`src/rtl/lcd_bus_receiver.sv`:
```
// rtl/lcd_bus_receiver.sv - HD44780-style LCD bus receiver with a 2x16 DDRAM shadow
//
// Ports:
//   clk, rst                 system clock, synchronous active-high reset
//   lcd_rs, lcd_rw, lcd_e    bus control; a transaction is taken on the falling edge of lcd_e
//   lcd_data[7:0]            bus data
//   rd_index[4:0]            shadow read index (0-15 line 1, 16-31 line 2)
//   rd_char[7:0]             registered shadow character at rd_index
//   cursor_addr[6:0]         DDRAM address counter
//   disp_on/cursor_on/blink_on  display-control D/C/B bits
//   busy                     high while the clear-fill runs
//   wr_strobe                one-cycle pulse per accepted data write
//   err                      one-cycle pulse on a protocol error

module lcd_bus_receiver #(
  parameter logic [7:0] BLANK_CHAR = 8'h20,
  parameter int         LINE_LEN   = 16
) (
  input  logic       clk,
  input  logic       rst,
  input  logic       lcd_rs,
  input  logic       lcd_rw,
  input  logic       lcd_e,
  input  logic [7:0] lcd_data,
  input  logic [4:0] rd_index,
  output logic [7:0] rd_char,
  output logic [6:0] cursor_addr,
  output logic       disp_on,
  output logic       cursor_on,
  output logic       blink_on,
  output logic       busy,
  output logic       wr_strobe,
  output logic       err
);

  localparam int         NUM_CHARS = 2 * LINE_LEN;
  localparam logic [4:0] LAST_IDX  = 5'(NUM_CHARS - 1);

  localparam logic [0:0] ST_IDLE  = 1'b0;
  localparam logic [0:0] ST_CLEAR = 1'b1;

  // Bus sampling registers
  logic       e_q, rs_q, rw_q;
  logic [7:0] d_q;

  // Control state
  logic [0:0] state_q, state_d;
  logic [4:0] clr_idx_q, clr_idx_d;
  logic [6:0] cursor_q, cursor_d;
  logic       id_q, id_d;
  logic       cg_q, cg_d;
  logic       disp_q, disp_d;
  logic       curs_q, curs_d;
  logic       blink_q, blink_d;
  logic       wr_strobe_q, wr_strobe_d;
  logic       err_q, err_d;

  // Shadow storage
  logic [7:0] mem_q [NUM_CHARS];
  logic [7:0] rd_char_q;
  logic       mem_we;
  logic [4:0] mem_waddr;
  logic [7:0] mem_wdata;

  logic fall;
  logic ddram_bad_lo;
  logic ddram_bad_hi;
  logic line_visible;

  assign fall = e_q & ~lcd_e;

  // Addresses that fall in the gaps between the two 40-character lines
  assign ddram_bad_lo = (d_q[6:0] >= 7'h28) && (d_q[6:0] <= 7'h3F);
  assign ddram_bad_hi = (d_q[6:0] >= 7'h68);

  // 0x00-0x0F and 0x40-0x4F are the visible columns; bit 6 selects the line
  assign line_visible = (cursor_q[5:4] == 2'b00);

  // Cursor step across the two 40-entry lines, wrapping line to line
  function automatic logic [6:0] step_addr(input logic [6:0] a, input logic inc);
    logic [6:0] r;
    if (inc) begin
      if (a == 7'h27)      r = 7'h40;
      else if (a == 7'h67) r = 7'h00;
      else                 r = a + 7'd1;
    end else begin
      if (a == 7'h00)      r = 7'h67;
      else if (a == 7'h40) r = 7'h27;
      else                 r = a - 7'd1;
    end
    return r;
  endfunction

  always_comb begin
    state_d     = state_q;
    clr_idx_d   = clr_idx_q;
    cursor_d    = cursor_q;
    id_d        = id_q;
    cg_d        = cg_q;
    disp_d      = disp_q;
    curs_d      = curs_q;
    blink_d     = blink_q;
    wr_strobe_d = 1'b0;
    err_d       = 1'b0;
    mem_we      = 1'b0;
    mem_waddr   = clr_idx_q;
    mem_wdata   = BLANK_CHAR;

    if (state_q == ST_CLEAR) begin
      // Blank one entry per cycle; any bus edge arriving now is lost
      mem_we    = 1'b1;
      clr_idx_d = clr_idx_q + 5'd1;
      if (clr_idx_q == LAST_IDX) begin
        state_d = ST_IDLE;
      end
      if (fall) begin
        err_d = 1'b1;
      end
    end else if (fall) begin
      if (rw_q) begin
        err_d = 1'b1;
      end else if (rs_q) begin
        if (!cg_q) begin
          wr_strobe_d = 1'b1;
          cursor_d    = step_addr(cursor_q, id_q);
          mem_we      = line_visible;
          mem_waddr   = {cursor_q[6], cursor_q[3:0]};
          mem_wdata   = d_q;
        end
      end else begin
        casez (d_q)
          8'b1???????: begin
            cg_d = 1'b0;
            if (ddram_bad_lo) begin
              cursor_d = 7'h40;
              err_d    = 1'b1;
            end else if (ddram_bad_hi) begin
              cursor_d = 7'h00;
              err_d    = 1'b1;
            end else begin
              cursor_d = d_q[6:0];
            end
          end
          8'b01??????: cg_d = 1'b1;
          8'b001?????: begin
            // function set: accepted, nothing to track
          end
          8'b0001????: begin
            if (!d_q[3]) begin
              cursor_d = step_addr(cursor_q, d_q[2]);
            end
          end
          8'b00001???: {disp_d, curs_d, blink_d} = d_q[2:0];
          8'b000001??: id_d = d_q[1];
          8'b0000001?: cursor_d = 7'h00;
          8'b00000001: begin
            state_d   = ST_CLEAR;
            clr_idx_d = 5'd0;
            cursor_d  = 7'h00;
            id_d      = 1'b1;
          end
          default: begin
            // 0x00: no operation
          end
        endcase
      end
    end
  end

  always_ff @(posedge clk) begin
    if (rst) begin
      e_q         <= 1'b0;
      rs_q        <= 1'b0;
      rw_q        <= 1'b0;
      d_q         <= 8'h00;
      state_q     <= ST_IDLE;
      clr_idx_q   <= 5'd0;
      cursor_q    <= 7'h00;
      id_q        <= 1'b1;
      cg_q        <= 1'b0;
      disp_q      <= 1'b0;
      curs_q      <= 1'b0;
      blink_q     <= 1'b0;
      wr_strobe_q <= 1'b0;
      err_q       <= 1'b0;
    end else begin
      e_q         <= lcd_e;
      rs_q        <= lcd_rs;
      rw_q        <= lcd_rw;
      d_q         <= lcd_data;
      state_q     <= state_d;
      clr_idx_q   <= clr_idx_d;
      cursor_q    <= cursor_d;
      id_q        <= id_d;
      cg_q        <= cg_d;
      disp_q      <= disp_d;
      curs_q      <= curs_d;
      blink_q     <= blink_d;
      wr_strobe_q <= wr_strobe_d;
      err_q       <= err_d;
    end
  end

  // Read returns the pre-write value when reading an entry being written
  always_ff @(posedge clk) begin
    if (rst) begin
      rd_char_q <= BLANK_CHAR;
      for (int i = 0; i < NUM_CHARS; i++) begin
        mem_q[i] <= BLANK_CHAR;
      end
    end else begin
      rd_char_q <= mem_q[rd_index];
      if (mem_we) begin
        mem_q[mem_waddr] <= mem_wdata;
      end
    end
  end

  assign rd_char     = rd_char_q;
  assign cursor_addr = cursor_q;
  assign disp_on     = disp_q;
  assign cursor_on   = curs_q;
  assign blink_on    = blink_q;
  assign busy        = (state_q == ST_CLEAR);
  assign wr_strobe   = wr_strobe_q;
  assign err         = err_q;

endmodule

```
`config.mk`:
```
export PLATFORM = sky130hd
export DESIGN_NAME = lcd_bus_receiver
export DESIGN_NICKNAME = d
export VERILOG_FILES = /design/src/rtl/lcd_bus_receiver.sv
export SDC_FILE = /design/constraint.sdc
export NUM_CORES = 1
export LEC_CHECK = 0
export BUFFER_PORTS_ARGS = -buffer_cell sky130_fd_sc_hd__buf_2
export CAP_MARGIN = 20
export CORE_AREA = 8 8 183 185
export DETAILED_ROUTE_END_ITERATION = 10
export DIE_AREA = 0 0 191 193
export GPL_TIMING_DRIVEN = 0
export PLACE_DENSITY_LB_ADDON = 0.3
export SYNTH_ARGS = -nofsm -noshare
export SYNTH_HDL_FRONTEND = slang
export SYNTH_SLANG_ARGS = --single-unit
export TNS_END_PERCENT = 30
```
`constraint.sdc`:
```
create_clock -name clk -period 3.95 [get_ports clk]
set_input_delay 0.5925 -clock clk [delete_from_list [all_inputs] [get_ports clk]]
set_output_delay 0.5925 -clock clk [all_outputs]
set_load 0.005 [all_outputs]
```
==> results.json, run 1 <==
{
  "timing.final.hold_violations": 0,
  "slew_headroom_pct": 27.6,
  "place_hpwl_um": 27300,
  "final_common_cell": "edfxtp_1",
  "cts_buffers": 31,
  "cts_resized": 0,
  "cpPeakStageDelay_ns": 0.73,
  "peakVddDrop_mv": 0.361,
  "slew_violations": 0,
  "cts_hold_buf": 0,
  "grt_pass1_wl_um": 58400,
  "r2r_start": "rw_q",
  "portBuffers": 36,
  "crit_arrival_ns": 3.73,
  "powerDensity_nw_per_um2": 436,
  "rows": 65,
  "rsz0062_at_grt": "false",
  "cp-start-kind": "flip-flop",
  "worst_pin_slew_ns": 1.09,
  "via_per_inst": 6.01,
  "clk_latency_ns": 0.56,
  "drtIter0Drc": 1001,
  "synthTopCellsByArea": "edfxtp_1 (57%), mux4_2 (11%), nor2_1 (6.9%)",
  "netlist_instances": 1046,
  "post_cts_buffers": 0,
  "reg2reg_slack_ns": 0.47,
  "layout.nets": 1154,
  "internal-power_mw": 5.21,
  "clock_skew_ns": 0.0248,
  "run_status": "completed",
  "fin_hold_ws_ns": 0.219,
  "rr_worst_depth": 6,
  "ys_warn_count": 0,
  "layout_min_cycle_time_ns": 3.48,
  "grt_use_total_pct": 21.3,
  "seqPwrFrac_pct": 52.3,
  "path_cells": "or3b_4 -> nor3_1 -> a32oi_1 -> clkbuf_1 -> o21ai_0 -> buf_2",
  "holdCritStartpoint": "lcd_e",
  "max-cap-violations": 0,
  "ys_ff_latch": 295,
  "grt_pass1_vias": 9373,
  "hold_end": "err",
  "yosys_most_used_dff": "edfxtp_1",
  "cts_tree": "built",
  "swShare_pct": 22.1,
  "synthesis.area_um2": 13600,
  "firstDrtPassIters": 6,
  "vias": 9374,
  "ios": 39,
  "synth_cell_types": 70,
  "cts_buffer_depth": 3,
  "final_core_util_pct": 49.8,
  "setup_viol": 0,
  "cp-end-kind": "flip-flop",
  "clk_pin_slew_ns": 0.06,
  "worstHoldPathCells": 2,
  "mostFrequentLayoutCells": "edfxtp_1 (256), nor2_1 (250), nand2_1 (71), buf_2 (67), mux4_2 (64)",
  "final.fill_count": 2654,
  "syn_area_per_cell_um2": 13.0,
  "critPathMaxFanout": 10,
  "synthArstFlopShare_pct": 0,
  "overflow": 0,
  "yosysTopAreaCellShare_pct": 56.6,
  "wl_um": 39400,
  "p_leak_nw": 5.13,
  "die_x_um": 191,
  "die_h_um": 193,
  "grt_max_degree": 16,
  "ant_nets": 0,
  "gp_routability_congestion": 0.889,
  "synth.largest_area_cell": "edfxtp_1",
  "total_power_mw": 6.69,
  "slowest_stage": "o21ai_0",
  "syn2layout_area_growth_pct": 12.9,
  "drive_above_1_share_pct": 19.2,
  "hold_class": "in -> reg",
  "syn-num-nets": 1068,
  "combinationalPowerShare_pct": 6.4,
  "cts-root-buf": "clkbuf_16",
  "synth-edff-count": 256,
  "switchingPower_mw": 1.48,
  "start_util_pct": 44.1,
  "drc_errors": 0,
  "htreeDepth": 1,
  "antennaDiodeCount": 0,
  "clock_sinks": 295,
  "design.die.area_um2": 36900,
  "routedWlPerCell_um": 25.2,
  "crit_type": "reg -> reg",
  "finalCritPeriodShare_pct": 88.2,
  "crit_required_ns": 4.20,
  "core-area_um2": 30800,
  "tns_ns": 0,
  "clock.fmax_ghz": 0.287,
  "r2r_end": "mem_q[7][3]",
  "pwr-share-clk_pct": 41.3,
  "antenna_found_initial": 0,
  "synth_seq_area_share_pct": 62.3
}
-- power groups by stage --
stage	logic (mW)	registers (mW)	clock network, mW
finish	0.431	3.50	2.76
global route	0.456	3.50	2.90
CTS	0.427	3.50	2.78
detailed placement	0.426	3.56	0
global placement	0.413	3.56	0
floorplan	0.274	3.55	0
-- sequential cells by signal, summed over array words and instances (netlist names) --
name / count
cursor_addr: 7
disp_on: 1
busy: 1
rd_char: 8
d_q: 8
rw_q: 1
clr_idx_q: 5
wr_strobe: 1
blink_on: 1
mem_q: 256
cg_q: 1
rs_q: 1
id_q: 1
cursor_on: 1
e_q: 1
err: 1
-- area by class of cell --
cell class                      count  area, um2  share of cell area, %
Timing Repair Buffer               53        297                   1.93
Tap cell                          402        503                   3.28
Sequential cell                   295       8470                   55.2
Clock buffer                       52        920                   5.99
Multi-Input combinational cell    652       4620                   30.1
Inverter                            7       26.3                  0.171
Buffer                             92        468                   3.05
Clock inverter                      6       40.0                  0.261
-- logic make-up (layout without fill, tap and decap cells) --
group / Yosys count / count (layout) / synth area share [%]
AOI/OAI and AO/OA: 157 / 157 / 8.87
DFF: 295 / 295 / 62.3
xor gates and xnor gates: 6 / 6 / 0.387
adders and majority gates: 4 / 4 / 0.368
muxes: 71 / 71 / 11.1
and+or+nand+nor: 414 / 414 / 13.3
buffers and inverters: 99 / 210 / 3.64
-- layer usage --
| metal | GRT usage (%) | up-vias | share of wire [%] |
|---|---|---|---|
| li1 | - | 4097 | - |
| met1 | 28.1 | 4632 | 39 |
| met2 | 34.8 | 547 | 47 |
| met3 | 3.35 | 98 | 9.4 |
| met4 | 8.80 | 0 | 4.1 |
| met5 | 0 | - | 0 |
-- cell usage after synthesis (all sizes together) (10+ instances only) --
cell,n
nand3,12
a22o,14
o31a,12
nor3,13
nand2b,11
o22ai,10
a21o,19
clkbuf,48
o21ai,24
o31ai,13
edfxtp,256
nor2b,19
nor2,250
nand2,71
a221oi,16
dfxtp,39
buf,44
or3,11
a21oi,13
mux4,64
-- per-stage QoR --
stage          cells  worst slack (ns)  cell area (um2)
6_report        1559             0.465            15300
5_1_grt         1559             0.329            15300
4_1_cts         1557             0.393            15300
3_5_place_dp    1499            0.0202            14400
3_3_place_gp    1484            -0.104            14300
2_1_floorplan   1046             0.916            13600
-- critical path: cells and delay by family (launching register included) --
kind | cells | cell delay [ns]
AO/OA/AOI/OAI | 2 | 1.23
buffers and inverters | 2 | 0.74
flip-flops | 1 | 0.31
AND/OR/NAND/NOR | 2 | 0.88
-- worst max-delay path by stage --
stage | start | end
floorplan | lcd_e | mem_q[11][0]
global placement | lcd_e | mem_q[14][2]
detailed placement | lcd_e | mem_q[10][4]
CTS | e_q | mem_q[10][0]
global route | rw_q | mem_q[7][0]
finish | rw_q | mem_q[7][3]
No activity file was read; power rests on OpenSTA's default activity.
==> run 2: changes to the inputs <==
--- a/config.mk
+++ b/config.mk
@@ -12,6 +12,7 @@
 export DIE_AREA = 0 0 191 193
 export GPL_TIMING_DRIVEN = 0
 export PLACE_DENSITY_LB_ADDON = 0.3
+export RECOVER_POWER = 25
 export SYNTH_ARGS = -nofsm -noshare
 export SYNTH_HDL_FRONTEND = slang
 export SYNTH_SLANG_ARGS = --single-unit
==> results.json, run 2 (synthesis gave the netlist of run 1 again) <==
{
  "grt_max_degree": 16,
  "cts_resized": 0,
  "portBuffers": 36,
  "finalCritPeriodShare_pct": 92.3,
  "internal-power_mw": 5.21,
  "via_per_inst": 6.03,
  "met2_length_um": 18800,
  "rsz0062_at_grt": "false",
  "hold_class": "in -> reg",
  "p_leak_nw": 4.98,
  "timing.final.hold_violations": 0,
  "top_layer_used": "met4",
  "cts_buffer_depth": 3,
  "worst_pin_slew_ns": 1.33,
  "largest_register": "mem_q",
  "clock_sinks": 295,
  "grt_use_total_pct": 21.3,
  "ff_latch_area_um2": 8470,
  "start_util_pct": 44.1,
  "cts-root-buf": "clkbuf_16",
  "wl_met3_um": 3560,
  "vias": 9401,
  "tns_ns": 0,
  "clock_skew_ns": 0.0239,
  "run_status": "completed",
  "post_cts_buffers": 0,
  "switchingPower_mw": 1.48,
  "syn2layout_area_growth_pct": 12.2,
  "clk_latency_ns": 0.56,
  "final_common_cell": "edfxtp_1",
  "routedWlPerCell_um": 25.4,
  "antenna_found_initial": 0,
  "wl_met1_um": 15700,
  "pwr-share-clk_pct": 41.3,
  "antennaDiodeCount": 0,
  "cts_buffers": 31,
  "overflow": 0,
  "place_hpwl_um": 27300,
  "critPathMaxFanout": 10,
  "multi_input_area_um2": 4600,
  "max-cap-violations": 0,
  "gp_routability_congestion": 0.889,
  "combinationalPowerShare_pct": 6.4,
  "largest_register_ffs": 256,
  "design.die.area_um2": 36900,
  "core-area_um2": 30800,
  "cts_tree": "built",
  "slew_violations": 0,
  "crit_arrival_ns": 3.87,
  "wl_um": 39600,
  "drc_errors": 0,
  "ios": 39,
  "clock.fmax_ghz": 0.274,
  "layout.nets": 1154,
  "seqPwrFrac_pct": 52.3,
  "die_h_um": 193,
  "drtIter0Drc": 1098,
  "drive_above_1_share_pct": 15.7,
  "total_power_mw": 6.69,
  "clk_pin_slew_ns": 0.06,
  "grt_pass1_wl_um": 58400,
  "cp-end-kind": "flip-flop",
  "rows": 65,
  "mostFrequentLayoutCells": "edfxtp_1 (256), nor2_1 (250), clkbuf_1 (96), nand2_1 (71), mux4_2 (64)",
  "die_x_um": 191,
  "final.fill_count": 2679,
  "setup_viol": 0,
  "layout_min_cycle_time_ns": 3.64,
  "powerDensity_nw_per_um2": 439,
  "firstDrtPassIters": 6,
  "htreeDepth": 1,
  "grt_pass1_vias": 9373,
  "peakVddDrop_mv": 0.361,
  "cp-start-kind": "flip-flop",
  "swShare_pct": 22.1,
  "slew_headroom_pct": 10.1,
  "cts_hold_buf": 0,
  "crit_type": "reg -> reg",
  "crit_required_ns": 4.17,
  "ant_nets": 0
}
-- run 2: changes by cell type in the layout (fill, tap and decap cells not counted) --
| cell | before | now |
|---|---|---|
| clkbuf_1 | 60 | 96 |
| buf_2 | 67 | 37 |
| buf_6 | 11 | 7 |
| buf_4 | 14 | 12 |
| nor4b_1 | 1 | 2 |
| nor4b_2 | 1 | 0 |
| o22ai_1 | 9 | 10 |
| o22ai_2 | 1 | 0 |
| or3_1 | 8 | 9 |
| or3_4 | 2 | 1 |
| or3b_1 | 0 | 1 |
| or3b_4 | 1 | 0 |
-- run 2: worst paths after layout --
check,start,endpoint,slack (ns),cells after the start
hold / removal,lcd_e,err,0.22,2
setup reg to reg,rw_q,mem_q[20][6],0.31,6
hold reg to reg,e_q,err,0.48,1
setup / recovery,rw_q,mem_q[20][6],0.31,6
-- run 2: area by class of cell --
| type | count | share of cell area (%) |
|---|---|---|
| Buffer | 92 | 2.74 |
| Clock buffer | 52 | 6.03 |
| Clock inverter | 6 | 0.263 |
| Inverter | 7 | 0.172 |
| Multi-Input combinational cell | 652 | 30.2 |
| Sequential cell | 295 | 55.5 |
| Tap cell | 402 | 3.30 |
| Timing Repair Buffer | 53 | 1.78 |
-- run 2: per-layer routing --
| layer | track usage [%] | up-vias |
|---|---|---|
| met2 | 34.8 | 533 |
| met4 | 8.80 | 0 |
| li1 | - | 4095 |
| met3 | 3.35 | 92 |
| met1 | 28.1 | 4681 |
| met5 | 0 | - |
-- run 2: stage by stage --
| step | worst slack, ns | cells | cell area [um2] | util [%] | hold slack, ns |
|---|---|---|---|---|---|
| after floorplan | 0.916 | 1046 | 13600 | - | 0.454 |
| after global placement | -0.104 | 1484 | 14300 | 46.3 | 0.467 |
| after detailed placement | 0.0202 | 1499 | 14400 | 46.6 | 0.478 |
| after CTS | 0.393 | 1557 | 15300 | 49.7 | 0.205 |
| after global routing | 0.206 | 1559 | 15200 | 49.5 | 0.230 |
| final | 0.306 | 1559 | 15200 | 49.5 | 0.217 |
-- run 2: power groups by stage --
stage	Combinational, mW	Clock, mW	Sequential [mW]
6_report	0.427	2.76	3.50
5_1_grt	0.451	2.90	3.51
4_1_cts	0.427	2.78	3.50
3_5_place_dp	0.426	0	3.56
3_3_place_gp	0.413	0	3.56
2_1_floorplan	0.274	0	3.55
-- run 2: critical path, stage by stage (launching register included) --
cell	delay, ns
dfxtp_1	0.31
or3b_1	0.45
or3_1	0.47
clkbuf_1	0.27
clkbuf_1	0.34
o41ai_1	0.99
a21o_1	0.46
